**src/rtl/pipe_ctrl_pkg.sv**
```systemverilog
// Shared constants and state type for the pipeline control unit.
// Opcodes, the M-extension funct7, the NOP encoding and FSM states.
package pipe_ctrl_pkg;

    localparam logic [6:0] OP_LOAD   = 7'b0000011;
    localparam logic [6:0] OP_OP     = 7'b0110011;
    localparam logic [6:0] OP_STORE  = 7'b0100011;
    localparam logic [6:0] OP_BRANCH = 7'b1100011;
    localparam logic [6:0] OP_LUI    = 7'b0110111;
    localparam logic [6:0] OP_AUIPC  = 7'b0010111;
    localparam logic [6:0] OP_JAL    = 7'b1101111;

    localparam logic [6:0]  F7_M = 7'b0000001;
    localparam logic [31:0] NOP  = 32'h00000013;

    typedef enum logic [1:0] {
        RUN     = 2'd0,
        MD_BUSY = 2'd1,
        MD_ERR  = 2'd2
    } state_t;

endpackage

```
**src/rtl/pipe_ctrl_hazard_detect.sv**
```systemverilog
// Load-use compare between the load in execute and the decode operands.
// Purely combinational; rd x0 never creates a dependency.
module hazard_detect
    import pipe_ctrl_pkg::*;
(
    input  logic [31:0] fd_insn,
    input  logic [31:0] dx_insn,
    output logic        load_use
);

    logic [6:0] fd_op;
    logic [4:0] rd;
    logic [4:0] rs1;
    logic [4:0] rs2;
    logic       is_load;
    logic       use_rs1;
    logic       use_rs2;

    assign fd_op   = fd_insn[6:0];
    assign rd      = dx_insn[11:7];
    assign rs1     = fd_insn[19:15];
    assign rs2     = fd_insn[24:20];
    assign is_load = (dx_insn[6:0] == OP_LOAD);

    // U-type and JAL carry immediate bits where rs1 would sit
    assign use_rs1 = !(fd_op inside {OP_LUI, OP_AUIPC, OP_JAL});
    assign use_rs2 = fd_op inside {OP_OP, OP_STORE, OP_BRANCH};

    assign load_use = is_load && (rd != 5'd0) &&
                      ((use_rs1 && rd == rs1) || (use_rs2 && rd == rs2));

endmodule

```
**src/rtl/pipe_ctrl.sv**
```systemverilog
// Pipeline stall/flush controller with multi-cycle multiply/divide wait
// and a sticky timeout trap.
module pipe_ctrl
    import pipe_ctrl_pkg::*;
#(
    parameter int MD_TIMEOUT = 40
) (
    input  logic        clock,
    input  logic        reset,
    input  logic [31:0] fd_insn,
    input  logic [31:0] dx_insn,
    input  logic        branch_taken,
    input  logic        md_ready,
    output logic        pc_we,
    output logic        fd_we,
    output logic        dx_we,
    output logic        xm_we,
    output logic        mw_we,
    output logic        fd_nop,
    output logic        dx_nop,
    output logic        xm_nop,
    output logic        md_start,
    output logic        md_busy,
    output logic        md_err
);

    localparam logic [5:0] CNT_LAST = 6'(MD_TIMEOUT - 1);

    state_t     state;
    state_t     state_nxt;
    state_t     cur;
    logic [5:0] md_cnt;
    logic [5:0] cnt_nxt;
    logic       load_use;
    logic       is_mop;

    hazard_detect u_hazard (
        .fd_insn  (fd_insn),
        .dx_insn  (dx_insn),
        .load_use (load_use)
    );

    assign is_mop = (dx_insn[6:0] == OP_OP) && (dx_insn[31:25] == F7_M);

    always_ff @(posedge clock) begin
        if (reset) begin
            state  <= RUN;
            md_cnt <= '0;
        end else begin
            state  <= state_nxt;
            md_cnt <= cnt_nxt;
        end
    end

    // Reset forces RUN decoding so the outputs are defined from time zero
    assign cur = reset ? RUN : state;

    always_comb begin
        pc_we     = 1'b1;
        fd_we     = 1'b1;
        dx_we     = 1'b1;
        xm_we     = 1'b1;
        mw_we     = 1'b1;
        fd_nop    = 1'b0;
        dx_nop    = 1'b0;
        xm_nop    = 1'b0;
        md_start  = 1'b0;
        md_busy   = 1'b0;
        md_err    = 1'b0;
        state_nxt = state;
        cnt_nxt   = '0;
        case (cur)
            RUN: begin
                if (branch_taken) begin
                    fd_nop = 1'b1;
                    dx_nop = 1'b1;
                end else if (is_mop) begin
                    md_start  = ~reset;
                    pc_we     = 1'b0;
                    fd_we     = 1'b0;
                    dx_we     = 1'b0;
                    xm_nop    = 1'b1;
                    state_nxt = MD_BUSY;
                end else if (load_use) begin
                    pc_we  = 1'b0;
                    fd_we  = 1'b0;
                    dx_nop = 1'b1;
                end
            end
            MD_BUSY: begin
                md_busy = 1'b1;
                if (md_ready) begin
                    state_nxt = RUN;
                end else begin
                    pc_we  = 1'b0;
                    fd_we  = 1'b0;
                    dx_we  = 1'b0;
                    xm_nop = 1'b1;
                    if (md_cnt == CNT_LAST) begin
                        state_nxt = MD_ERR;
                    end else begin
                        cnt_nxt = md_cnt + 6'd1;
                    end
                end
            end
            MD_ERR: begin
                pc_we  = 1'b0;
                fd_we  = 1'b0;
                dx_we  = 1'b0;
                xm_we  = 1'b0;
                mw_we  = 1'b0;
                md_err = 1'b1;
            end
            default: begin
                state_nxt = RUN;
            end
        endcase
    end

endmodule

```
**config.mk**
```make
export PLATFORM = sky130hd
export DESIGN_NAME = pipe_ctrl
export DESIGN_NICKNAME = d
export VERILOG_FILES = /design/src/rtl/pipe_ctrl_pkg.sv /design/src/rtl/pipe_ctrl_hazard_detect.sv /design/src/rtl/pipe_ctrl.sv
export SDC_FILE = /design/constraint.sdc
export NUM_CORES = 1
export LEC_CHECK = 0
export ABC_AREA = 1
export CAP_MARGIN = 20
export CELL_PAD_IN_SITES_DETAIL_PLACEMENT = 0
export CELL_PAD_IN_SITES_GLOBAL_PLACEMENT = 1
export CORE_MARGIN = 2
export CORE_UTILIZATION = 38
export DETAILED_ROUTE_END_ITERATION = 8
export DONT_BUFFER_PORTS = 1
export GPL_ROUTABILITY_DRIVEN = 1
export HOLD_SLACK_MARGIN = 0.08
export PLACE_DENSITY_LB_ADDON = 0.08
export SYNTH_ARGS = -nofsm -noshare
export SYNTH_HDL_FRONTEND = slang
export SYNTH_HIERARCHICAL = 1
export SYNTH_SLANG_ARGS = --single-unit
export TNS_END_PERCENT = 30
```
**constraint.sdc**
```tcl
create_clock -name clock -period 2.1 [get_ports clock]
set_input_delay 0.42 -clock clock [delete_from_list [all_inputs] [get_ports clock]]
set_output_delay 0.42 -clock clock [all_outputs]
set_load 0.03 [all_outputs]
```
After elaboration in Yosys (flattened, before gate mapping)
Cells that the tools add are included.

word-level totals
  register bits = 8
  bits of input ports = 68
  output and inout port bits = 11
  logic and storage cells = 66

cells by class
  add/sub/neg operators = 1
  equality and inequality tests = 17
  multiplexer cells = 30
  bitwise logic cells = 3
  reductions and logical operators = 13

operators with widths
  cell                                                              number
  7-bit by 6-bit == test with 1-bit output (second input constant)  4
  1-bit 2-to-1 mux                                                  21
  7-bit == test (second input constant)                             2
  5-bit == test                                                     2
  2-bit 2-to-1 mux                                                  5
  7-bit by 1-bit == test with 1-bit output (second input constant)  1
  7-bit by 2-bit == test with 1-bit output (second input constant)  1
  7-bit by 5-bit == test with 1-bit output (second input constant)  1
  6-bit by 1-bit adder with 6-bit output (second input constant)    1
  6-bit == test (second input constant)                             1
  1-bit one-hot mux with 3 select lines                             2
  2-bit one-hot mux with 3 select lines                             1
  3-bit nonzero test                                                2
  1-bit logical AND                                                 5
  5-bit nonzero test                                                1
  2-bit != test (second input constant)                             2
  4-bit AND reduction                                               1
  4-bit OR reduction                                                1
  3-bit != test (second input constant)                             1
  1-bit NOT                                                         3
  2-bit by 1-bit == test with 1-bit output (second input constant)  1
  2-bit == test (second input constant)                             1
  2-bit zero test                                                   1
  1-bit one-hot mux with 2 select lines                             1
  2 further kinds                                                   2

Logic depth before layout (Yosys ltp)
Gate-level depths: netlist of run 1.

  word-level depth = 10
  gate-level depth with buffers = 10
  gate-level depth less buffers = 10

Modules after synthesis
Netlist of run 1, hierarchy kept.

modules (own cells, without submodules)
  module         times used  cells each  area each (µm²)  seq. area each (µm²)
  pipe_ctrl      1           93          548.0            160.2
  hazard_detect  1           52          246.5            0.0

Least setup slack after synthesis of run 1
OpenSTA, ideal clock, no wires.

  path type = input -> output
  start point = input port reset
  end point = output port pc_we
  arrival = 1877 ps
  data required time = 1680 ps
  path slack = -197 ps
  cell stages on the path = 9
  buffers on the path = 1
  path through = inv_2 > nand2_2 > inv_2 > nor2_2 > inv_2 > nor2_1 > a21oi_1 > o21ai_1 > buf_4

on the way
  longest elaborated chain between the ends = 3
  elaborated cells between the ends (all ways) = 5
  those cells by class = 2 x eq/ne; 2 x mux; 1 x reduce/logical

RTL lines
  what                                       RTL line         source
  from (decl)                                pipe_ctrl.sv:9   input logic reset,
  2-bit 2-to-1 mux (*)                       pipe_ctrl.sv:56  assign cur = reset ? RUN : state;
  2-bit == test (tied with other cells)      -
  1-bit one-hot mux with 3 select lines (*)  -
  to (decl)                                  pipe_ctrl.sv:14  output logic pc_we,

Mark *: on every way between the ends. The rest lies on a longest branch, timed or not.

Worst setup path after layout of run 1
  start point = register state[0]
  end point = output port fd_we

on the way
  longest elaborated chain between the ends = 3
  elaborated cells between the ends (all ways) = 5
  those cells by class = 2 x eq/ne; 2 x mux; 1 x reduce/logical

RTL lines
  what                                       RTL line         source
  from (decl)                                pipe_ctrl.sv:29  state_t state;
  from (signal assigned)                     pipe_ctrl.sv:50  state <= state_nxt;
  2-bit 2-to-1 mux (*)                       pipe_ctrl.sv:56
  2-bit == test (tied with other cells)      pipe_ctrl.sv:72  case (cur)
  1-bit one-hot mux with 3 select lines (*)  pipe_ctrl.sv:72
  to (decl)                                  pipe_ctrl.sv:15  output logic fd_we,

Marks and branches as above.

==> flow_metrics.tcl, run 1 <==
set metrics [dict create \
    layout-drive-gt1-share 0.132 \
    netlist_instances 145 \
    dr_total_vias 831 \
    cts-resized-gates 0 \
    worstSetupEndpointType "primary output" \
    crit_path_start_kind "flop" \
    max_slew_margin 0.639 \
    synthesis.yosys.warnings 6 \
    core_um2 1960 \
    worst_pin_slew_ns 0.540 \
    area_of_the_mapped_netlist_um2 795 \
    detail_routed_via_count_per_cell 4.64 \
    cp_cell_sequence "inv_1 > nor2_2 > nor2_2 > inv_2 > nor2_2 > a21oi_1 > o21ai_2 > buf_4" \
    max-clock-path-buffers 2 \
    finalCriticalPeriod_ns 1.88 \
    post-route-period-util 0.894 \
    crit_path_buffers_inverters 3 \
    detailedRoute.firstPassIterationCount 4 \
    number_of_global_route_vias_before_repair 776 \
    grt_use_total 0.143 \
    achievable-frequency_mhz 533 \
    whs_ns 0.335 \
    first_iter_violations 7 \
    postCtsHoldBufs 0 \
    crit_path_max_incr_delay_ns 0.36 \
    core.rowCount 16 \
    grt_start_max_net_pins 6 \
    post_drt_wl_per_cell_um 8.96 \
    arr_time_crit_path_ns 1.46 \
    total_length_of_routed_wires_um 1600 \
    chipWidth_um 49.7 \
    drt_drc_violations_left 0 \
    numCtsBuffers 3 \
    totalNegativeSetupSlack_ns 0 \
    clock_latency_ns 0.25 \
    hold_path_depth 3 \
    fin_util 0.452 \
    p_leak_uw 0.000424 \
    antenna_violating_nets_post_route 0 \
    grt_pass1_wl_um 2830 \
    post_synth.cell_area_avg_um2 5.48 \
    layout.cells.most_common "sky130_fd_sc_hd__nand2_1" \
    slew_violations 0 \
    cp_common_cell "sky130_fd_sc_hd__nor2_2" \
    antenna_found_initial 0 \
    worstPathRequired_ns 1.68 \
    power_per_cell_area_nw_per_um2 363 \
    tritoncts "built" \
    critical-path-top-delay-family "flip-flops" \
    rsz0062_at_grt "false" \
    synth_cell_type_count 20 \
    syn_nets 214 \
    multi_input_combinational_cell_area_um2 520 \
    setup-violations-final 0 \
    initial_utilization 0.405 \
    num-nets-final 223 \
    critical_path_cell_count 8 \
    yosysSeqAreaShare 0.202 \
    max_cap_viol_count 0 \
    overflow 0 \
    timing.hold.worst.class "input port to flop" \
    crit_path_top_delay_cell "sky130_fd_sc_hd__dfxtp_1" \
    r2r.worst_path.cells 8 \
    critPathMaxFanout 4 \
    floorplan.die_area_um2 2470 \
    buffer_ports.inserted 0 \
    most_used_cells_in_the_layout_excluding_fill_and_tap_cells "sky130_fd_sc_hd__nand2_1, sky130_fd_sc_hd__nor2_1, sky130_fd_sc_hd__inv_1" \
    clock-skew-final_ns 0.00268 \
    ys_seq_elements 8 \
    power.ir.vdd_worst_v 0.000314 \
    register_area_um2 160 \
    clkTransAtPathRegs_ns 0.05 \
    clock_tree.htree_level_count 1 \
    syn_to_final_growth_pct 11.7 \
    io_pins 79 \
    tritoncts_num_sinks 8 \
    fill_cells 239 \
    clock-root-buffer "sky130_fd_sc_hd__clkbuf_4" \
    detailed_place_hpwl_um 1450 \
    post_cts_setup_repair_bufs 0 \
    crit_type "flop to primary output" \
    num_antenna_cells 0 \
    die-height_um 49.7 \
    gp_congestion 0.746 \
    outcome "finished, final reports clean" \
    worst_reg_to_reg_setup_slack_ns 0.89 \
    timing.final.hold_violations 0 \
]
[stage by stage]
| stage | setup slack [ns] | power [uW] | cells | area (um2) |
|---|---|---|---|---|
| final | 0.222 | 322 | 179 | 887 |
| after global routing | 0.0229 | 352 | 179 | 887 |
| after CTS | 0.193 | 332 | 179 | 887 |
| after detailed placement | 0.298 | 214 | 176 | 865 |
| after global placement | 0.312 | 213 | 176 | 865 |
| after floorplan | 0.150 | 204 | 145 | 801 |
[synthesized netlist by cell type, drive strengths merged]
master / n / area share
dfxtp: 8 / 0.20
a21oi: 8 / 0.060
nand3: 6 / 0.038
xor2: 3 / 0.033
nand2: 40 / 0.19
o21ai: 1 / 0.0063
nor2: 30 / 0.15
inv: 28 / 0.13
nand3b: 1 / 0.0095
nand4: 3 / 0.024
buf: 2 / 0.019
ha: 1 / 0.016
xnor2: 5 / 0.055
nor3: 5 / 0.031
a31oi: 1 / 0.0079
nor4: 3 / 0.024
[sequential cells by signal, summed over array words and instances (netlist names)]
signal,count
md_cnt,6
state,2
[final cells by class]
cell class | count | area share
multi-input cells | 107 | 0.587
repair buffers | 6 | 0.0508
flip-flops and latches | 8 | 0.181
clock buffers | 3 | 0.0254
well taps | 27 | 0.0381
inverters | 28 | 0.118
[logic make-up after synthesis]
kind of cell,after synthesis,share of synthesized area
DFF,8,0.202
AOI/OAI and AO/OA,10,0.0740
xor gates and xnor gates,8,0.0882
adders and majority gates,1,0.0157
and+or+nand+nor,88,0.469
buffers and inverters,30,0.151
[power by group]
group / leakage (uW) / internal [uW] / total (uW) / switching, uW
Combinational: 0.000346 / 27.3 / 58.0 / 30.6
Clock: 0.0000138 / 65.0 / 112 / 46.9
Sequential: 0.0000644 / 152 / 152 / 0.00662
[worst paths after layout]
check | from | to
worst max-delay path | state[0] | fd_we
worst min register to register | md_cnt[0] | md_cnt[0]
worst max register to register | md_cnt[0] | state[0]
worst min-delay path | reset | state[1]
[layer usage]
metal	share of wire	global-route usage	wire length [um]
met5	0	0	0
met3	0.094	0.0545	150
met2	0.48	0.251	765
met4	0	0.0278	0
met1	0.43	0.165	687
[tightest hold or removal path, cell delays in order]
cell,delay (ns)
sky130_fd_sc_hd__inv_2,0.03
sky130_fd_sc_hd__nand2_1,0.06
sky130_fd_sc_hd__nor2_1,0.03
No activity file was read; power rests on OpenSTA's default activity.
==> run 2, diff against run 1 <==
--- a/config.mk
+++ b/config.mk
@@ -10,7 +10,7 @@
 export CELL_PAD_IN_SITES_DETAIL_PLACEMENT = 0
 export CELL_PAD_IN_SITES_GLOBAL_PLACEMENT = 1
 export CORE_MARGIN = 2
-export CORE_UTILIZATION = 38
+export CORE_UTILIZATION = 35
 export DETAILED_ROUTE_END_ITERATION = 8
 export DONT_BUFFER_PORTS = 1
 export GPL_ROUTABILITY_DRIVEN = 1
==> constraint.sdc (replaced) <==
create_clock -name clock -period 2 [get_ports clock]
set_input_delay 0.4 -clock clock [delete_from_list [all_inputs] [get_ports clock]]
set_output_delay 0.4 -clock clock [all_outputs]
set_load 0.03 [all_outputs]
==> run 2 against run 1 <==
  * Sequential share of layout area shrank 0.20 points
  * First-iteration DRC count shrank 57%
  * Combinational power grew 6.0%
  * Sequential cell count is the same
  * Via count shrank 0.36%
  * Count of clock-buffer cells in the layout is the same
  * Utilization shrank 3.9 points
  * Highest routed layer is now met4
==> flow_metrics.tcl, run 2 (synthesis gave the netlist of run 1 again) <==
set metrics [dict create \
    overflow 0 \
    reg_to_reg_critical_path_startpoint "md_cnt[0]" \
    largest_registers "md_cnt: 6 flops, state: 2 flops" \
    crit_type "flop to primary output" \
    arr_time_crit_path_ns 1.42 \
    whs_ns 0.303 \
    clock-root-buffer "sky130_fd_sc_hd__clkbuf_4" \
    drt_drc_violations_left 0 \
    cp_cell_sequence "inv_1 > nor2_4 > nor2_2 > inv_2 > nor2_1 > nand4_1 > nor2_1 > buf_4" \
    post-route-period-util 0.911 \
    clock_latency_ns 0.25 \
    detailed_place_hpwl_um 1470 \
    finalCriticalPeriod_ns 1.82 \
    core.rowCount 17 \
    holdCritStartpoint "reset" \
    post_drt_wl_per_cell_um 8.96 \
    placement.setup.worst_slack_ns 0.251 \
    floorplan.die_area_um2 2670 \
    worstSetupEndpointType "primary output" \
    clock_tree.htree_level_count 1 \
    power_per_cell_area_nw_per_um2 380 \
    total_length_of_routed_wires_um 1610 \
    layout.cells.most_common "sky130_fd_sc_hd__nand2_1" \
    placed_instances 177 \
    timing.final.hold_violations 0 \
    buffer_ports.inserted 0 \
    max_cap_viol_count 0 \
    gp_congestion 0.718 \
    detail_routed_via_count_per_cell 4.60 \
    crit_path_top_delay_cell "sky130_fd_sc_hd__dfxtp_1" \
    cp_common_cell "sky130_fd_sc_hd__nor2_1" \
    cp-endpoint "md_start" \
    achievable-frequency_mhz 549 \
    number_of_global_route_vias_before_repair 767 \
    p_leak_uw 0.000424 \
    chipWidth_um 51.6 \
    power.ir.vdd_worst_v 0.000330 \
    worstPathRequired_ns 1.60 \
    outcome "finished, final reports clean" \
    die-height_um 51.6 \
    max-clock-path-buffers 2 \
    max_slew_margin 0.631 \
    regMostFlops "md_cnt" \
    numCtsBuffers 3 \
    dr_total_vias 828 \
    grt_use_total 0.142 \
    syn_to_final_growth_pct 12.9 \
    detailedRoute.firstPassIterationCount 4 \
    placement.cell_area_um2 866 \
    rsz0062_at_grt "false" \
    num_antenna_cells 0 \
    slew_violations 0 \
    crit_path_max_incr_delay_ns 0.33 \
    layout-drive-gt1-share 0.138 \
    timing.hold.worst.class "input port to flop" \
    clkTransAtPathRegs_ns 0.05 \
    antenna_violating_nets_post_route 0 \
    totalNegativeSetupSlack_ns 0 \
    most_used_cells_in_the_layout_excluding_fill_and_tap_cells "sky130_fd_sc_hd__nand2_1, sky130_fd_sc_hd__nor2_1, sky130_fd_sc_hd__inv_1" \
    worstSetupStartpoint "state[0]" \
    r2r.worst_path.cells 8 \
    fin_ws_ns 0.179 \
    clock-skew-final_ns 0.00799 \
    tritoncts "built" \
    grt_start_max_net_pins 6 \
    final_design_area_no_fill_um2 897 \
    critPathMaxFanout 4 \
    initial_utilization 0.366 \
    post_cts_setup_repair_bufs 0 \
    largest_register_ff_count 6 \
    instances_no_fill 180 \
    grt_pass1_wl_um 2880 \
    antenna_found_initial 0 \
    fill_cells 271 \
    core_um2 2170 \
    first_iter_violations 3 \
    setup-violations-final 0 \
    io_pins 79 \
    num-nets-final 223 \
    worstReg2RegEnd "state[0]" \
    tritoncts_num_sinks 8 \
    crit_path_start_kind "flop" \
    worst_pin_slew_ns 0.552 \
    worst_reg_to_reg_setup_slack_ns 0.80 \
]
run 2: final cells by class:
cell class | instances | area [um2] | area share
Clock buffer | 3 | 22.5 | 0.0251
Inverter | 28 | 105 | 0.117
Multi-Input combinational cell | 107 | 529 | 0.590
Sequential cell | 8 | 160 | 0.179
Tap cell | 28 | 35.0 | 0.0391
Timing Repair Buffer | 6 | 45.0 | 0.0502
run 2: how the worst min path moves through the flow:
| stage | endpoint | slack [ns] | cells after the start |
|---|---|---|---|
| floorplan | md_cnt[0] | 0.42 | 1 |
| global placement | md_cnt[0] | 0.43 | 1 |
| detailed placement | md_cnt[0] | 0.44 | 1 |
| CTS | state[1] | 0.30 | 3 |
| global route | state[1] | 0.30 | 3 |
| finish | state[1] | 0.30 | 3 |
run 2: per-stage QoR:
stage	power (uW)	util
floorplan	215	-
global placement	224	0.399
detailed placement	224	0.399
CTS	348	0.409
global route	371	0.413
finish	341	0.413
run 2: power breakdown:
part           internal [uW]  switching, uW
combinational           28.9           32.5
clock                   68.4           51.4
sequential               160        0.00655
total                    257           83.9
run 2: critical path, delay by kind of cell (launching register included):
family | cells | cell delay [ns]
simple gates | 5 | 0.50
flops | 1 | 0.33
buf+inv | 3 | 0.33
run 2: timing repair:
item	CTS	global route
resized for setup	0	2
setup endpoints to repair	0	3
hold buffers	0	0
run 2: routing by layer:
metal	vias to the layer above	wire (um)	track usage	part of all wire
li1	460	-	-	-
met5	-	0	0	0
met1	332	671	0.155	0.42
met3	2	178	0.0575	0.11
met2	34	748	0.244	0.46
met4	0	16	0.0526	0.0099
==> edit 1: new RTL, config.mk and constraints of run 2 <==
Set the parameter `MD_TIMEOUT` to 30 (it was 40).
--- a/src/rtl/pipe_ctrl.sv
+++ b/src/rtl/pipe_ctrl.sv
@@ -4,5 +4,5 @@
     import pipe_ctrl_pkg::*;
 #(
-    parameter int MD_TIMEOUT = 40
+    parameter int MD_TIMEOUT = 30
 ) (
     input  logic        clock,
Behaviour: same outputs for any inputs over 10 cycles, from zero or initial values and one cycle with reset high; that may be too few to reach the edited logic, so the function may still have changed.
==> edit 1 against run 2 <==
Area after synthesis is 1.1% lower; die area decreased by 1.0%; global-route usage shrank 0.82 points; sequential cell count unchanged; worst hold slack improved by 0.048 ns; count of clock-buffer cells in the layout is the same; total power increased by 0.53%; setup slack got worse by 0.10 ns; critical path depth up 1; cell area up 5.3%; maximum frequency decreased by 5.4%; clock skew is 0.0062 ns lower; routed wire length rose by 4.6%; critical endpoint unchanged.
==> edit 1: results (changes against run 2) <==
- Layout cell share with drive strength beyond 1: 0.203 (+0.0645)
- Top post-synthesis cells by count: nand2_1, nor2_1, inv_1
- Met2 global-route usage: 0.222 (-0.0214)
- Tot GR Track Use: 0.133 (-0.00819)
- Crit path DAT: 1.53 ns (+0.11 ns)
- Sequential fraction of the synthesis area: 0.204 (+0.00225)
- Initial DRC count: 13 (+10)
- Asr flop ratio synth: 0 (unchanged)
- Critical R2R Launch: state[0]$_SDFFE_PP0P_
- Post-Route Skew: 0.00183 ns (-0.00616 ns)
- Dpl hpwl: 1400 µm (-5.1%)
- Placed Area: 872 µm² (+0.72%)
- FF-to-FF setup slack: 0.70 ns (-0.10 ns)
- CP Launch Point: md_cnt[1]$_SDFF_PP0_
- Global-route wire length before repair: 2690 µm (-6.5%)
- Vias per cell: 4.56 (-0.82%)
- Synth top area cells: dfxtp_1, nand2_1, nor2_1
- Outcome: completed
- Leak: 0.415 nW (-2.2%)
- Met3 usage: 0.0409 (-0.0165)
- Slew @ Worst Pin: 0.541 ns (-0.0107 ns)
- VDD IR-drop max: 0.165 mV (-50%)
- Critical Path Fanout Max: 3 (-1)
- FF-to-FF End: state[1]$_SDFFE_PP0P_
- Total Nets Final: 220 (-1.3%)
- Vias in the first global route: 713 (-7.0%)
- Routed WL per cell: 9.59 µm (+7.0%)
==> edit 1: changes by cell type in the layout (fill, tap and decap cells not counted), sizes merged, moves of 3 or more <==
cell	before	now
nor4	3	0
buf	6	10
o21ai	1	4
inv	28	23
==> edit 1: worst min-delay path by stage <==
stage / from / cells after the start / slack, ns / endpoint
after floorplan: md_cnt[5]$_SDFF_PP0_ / 1 / 0.42 / md_cnt[5]$_SDFF_PP0_
after global placement: md_cnt[5]$_SDFF_PP0_ / 1 / 0.44 / md_cnt[5]$_SDFF_PP0_
after detailed placement: md_cnt[5]$_SDFF_PP0_ / 1 / 0.44 / md_cnt[5]$_SDFF_PP0_
after CTS: reset / 3 / 0.33 / state[1]$_SDFFE_PP0P_
after global routing: reset / 3 / 0.36 / state[0]$_SDFFE_PP0P_
final: reset / 3 / 0.35 / state[1]$_SDFFE_PP0P_
==> edit 1: cell families (layout without fill, tap and decap cells) <==
family	after synthesis	after routing	share of synthesized area
and+or+nand+nor	83	83	0.471
adders and majority gates	2	2	0.0318
xor gates and xnor gates	8	8	0.0892
DFF	8	8	0.204
buffers and inverters	25	36	0.129
AOI/OAI and AO/OA	11	11	0.0748
==> edit 1: power by group <==
| part | switching (mW) | internal, mW | leakage [nW] |
|---|---|---|---|
| clock | 0.0539 | 0.0686 | 0.0138 |
| combinational | 0.0320 | 0.0289 | 0.336 |
| sequential | 0.00000700 | 0.159 | 0.0654 |
| total | 0.0859 | 0.257 | 0.415 |
==> edit 1: final cells by class <==
class                   count  share of cell area
repair buffers             10              0.0795
flip-flops and latches      8               0.172
well taps                  28              0.0371
inverters                  23              0.0914
multi-input cells         104               0.596
clock buffers               3              0.0238
==> edit 1: metal layers <==
metal  share of wire  vias up
li1                -      441
met1            0.44      329
met2            0.47       31
met3           0.079        2
met4          0.0083        0
met5               0        -
==> edit 1: worst max-delay path, stage by stage (launching register included) <==
cell	delay [ns]
dfxtp_2	0.32
inv_2	0.06
ha_4	0.13
nand3_4	0.08
nor2_4	0.11
nor2_4	0.05
nor2_4	0.09
nand2_2	0.08
nor3_2	0.18
buf_4	0.18
==> edit 1: stage by stage <==
step / setup slack [ns] / hold slack, ns / utilization / std cells
final: 0.0743 / 0.350 / 0.435 / 176
after detailed placement: 0.252 / 0.441 / 0.402 / 171
after floorplan: 0.0707 / 0.422 / - / 137
after global placement: 0.263 / 0.442 / 0.402 / 171
after global routing: -0.00682 / 0.355 / 0.435 / 176
after CTS: 0.00218 / 0.333 / 0.418 / 175
==> edit 1: repair_timing <==
action | in CTS | in global routing
cloned | 0 | 0
gates resized for setup | 2 | 8
pin swaps | 2 | 3
setup endpoints to repair | 2 | 4
setup buffers | 1 | 1
==> edit 2: new RTL, config.mk and constraints of run 2 <==
Without the edit above. The 3 states of `state_t` get a one-hot encoding in 3 bits.
--- a/src/rtl/pipe_ctrl_pkg.sv
+++ b/src/rtl/pipe_ctrl_pkg.sv
@@ -14,8 +14,8 @@
     localparam logic [31:0] NOP  = 32'h00000013;
 
-    typedef enum logic [1:0] {
-        RUN     = 2'd0,
-        MD_BUSY = 2'd1,
-        MD_ERR  = 2'd2
+    typedef enum logic [2:0] {
+        RUN     = 3'b001,
+        MD_BUSY = 3'b010,
+        MD_ERR  = 3'b100
     } state_t;
 
Function: no difference found for any inputs over 10 cycles, from zero or initial values and one cycle with reset high; not proved beyond that.
==> edit 2 against run 2 <==
Setup slack got worse by 0.027 ns; critical path depth unchanged; sequential cell count increased by 1; routed wire length increased by 15%; area after synthesis increased by 10%; cell area increased by 6.7%; total power increased by 10%; critical endpoint is now fd_we; largest power group unchanged.
==> edit 2: results (changes against run 2) <==
- Adder-cell area share of the yosys netlist: 0.0143 (-0.00144)
- Dpl hpwl: 1640 µm (+11%)
- H-tree levels: 1 (unchanged)
- Slew @ Worst Pin: 0.301 ns (-0.251 ns)
- Outcome: completed
- Post-Route Skew: 0.0102 ns (+0.00223 ns)
- Syn_area_per_cell: 5.79 µm² (+5.7%)
- Global-route wire length before repair: 2900 µm (+0.94%)
- Main combinational cell family by area after synthesis: simple AND/OR/NAND/NOR gates
- Input/output buffers: 0 (unchanged)
- Vias in the first global route: 782 (+2.0%)
- Compound-Gate Fraction of Synth Area: 0.0515 (-0.0225)
- Clk root buf: clkbuf_4
- TritonCTS buffer count: 3 (unchanged)
- Top Registers: md_cnt x6, state x3
- Cts repair resizes: 0 (unchanged)
- Inst Count DP: 183 (+3.4%)
- Leak: 0.456 nW (+7.4%)
- Synth top area cells: dfxtp_1, nand2_1, nor2_1
- Synth unique cells: 22 (+10%)
- Wirelength, routed: 1860 µm (+15%)
- VDD IR-drop max: 0.455 mV (+38%)
- Placer congestion estimate: 0.715 (-0.35%)
- Tot GR Track Use: 0.135 (-0.00643)
- Routed WL per cell: 9.93 µm (+11%)
- Largest net degree at the start of global routing: 8 (+2)
- Detailed Routing Iterations Pass 1: 4 (unchanged)
- Xor-xnor portion of the synthesized cell area: 0.0801 (-0.00807)
- Top post-synthesis cells by count: nand2_1, nor2_1, inv_1
- Layout cell share with drive strength beyond 1: 0.172 (+0.0338)
- Vias: 872 (+5.3%)
- Syn_nets: 220 (+2.8%)
- Sequential fraction of the synthesis area: 0.206 (+0.00443)
- Total Nets Final: 227 (+1.8%)
- Initial DRC count: 6 (+3)
- Setup bufs post-CTS: 0 (unchanged)
==> edit 2: layout make-up <==
cell class | count | area, µm²
Sequential cell | 9 | 180
Tap cell | 30 | 37.5
Inverter | 28 | 105
Clock buffer | 4 | 26.3
Timing Repair Buffer | 4 | 30.0
Multi-Input combinational cell | 112 | 578
Fill cell | 270 | 1480
==> edit 2: metrics by stage <==
| stage | cell area (µm²) | power (mW) | hold slack (ns) | setup slack (ns) |
|---|---|---|---|---|
| floorplan | 878 | 0.237 | 0.418 | 0.0377 |
| global placement | 931 | 0.245 | 0.428 | 0.302 |
| detailed placement | 931 | 0.246 | 0.440 | 0.284 |
| CTS | 957 | 0.385 | 0.333 | 0.132 |
| global route | 957 | 0.406 | 0.357 | 0.0175 |
| finish | 957 | 0.377 | 0.344 | 0.152 |
==> edit 2: final timing paths <==
check	startpoint	end	slack [ns]
hold reg to reg	md_cnt[0]$_SDFF_PP0_	md_cnt[0]$_SDFF_PP0_	0.44
setup / recovery	state[1]$_SDFFE_PP0P_	fd_we	0.15
hold / removal	reset	state[2]$_SDFFE_PP0P_	0.34
setup reg to reg	state[1]$_SDFFE_PP0P_	state[2]$_SDFFE_PP0P_	0.66
==> edit 2: cells by family after synthesis <==
| family | Yosys count |
|---|---|
| AOI/OAI and AO/OA | 8 |
| xor gates and xnor gates | 8 |
| adders and majority gates | 1 |
| buffers and inverters | 30 |
| DFF | 9 |
| and+or+nand+nor | 95 |
==> edit 2: where the power goes <==
part	internal, mW	switching (mW)	total (mW)	leakage [nW]
sequential	0.179	0.00000626	0.179	0.0725
combinational	0.0277	0.0345	0.0622	0.368
clock	0.0766	0.0587	0.135	0.0150
total	0.284	0.0932	0.377	0.456
==> edit 2: routing by layer <==
metal,global-route usage,vias to the layer above,part of all wire
li1,-,477,-
met1,0.132,359,0.42
met2,0.254,36,0.47
met3,0.0667,0,0.11
met4,0.0292,0,0
met5,0,-,0
==> edit 2: critical path, stage by stage, from the launching register on <==
cell	delay [ns]
dfxtp_1	0.37
inv_2	0.07
nor2_4	0.10
nand3_2	0.14
nand3_1	0.14
nand2_1	0.07
inv_2	0.06
o21ai_2	0.04
buf_4	0.20
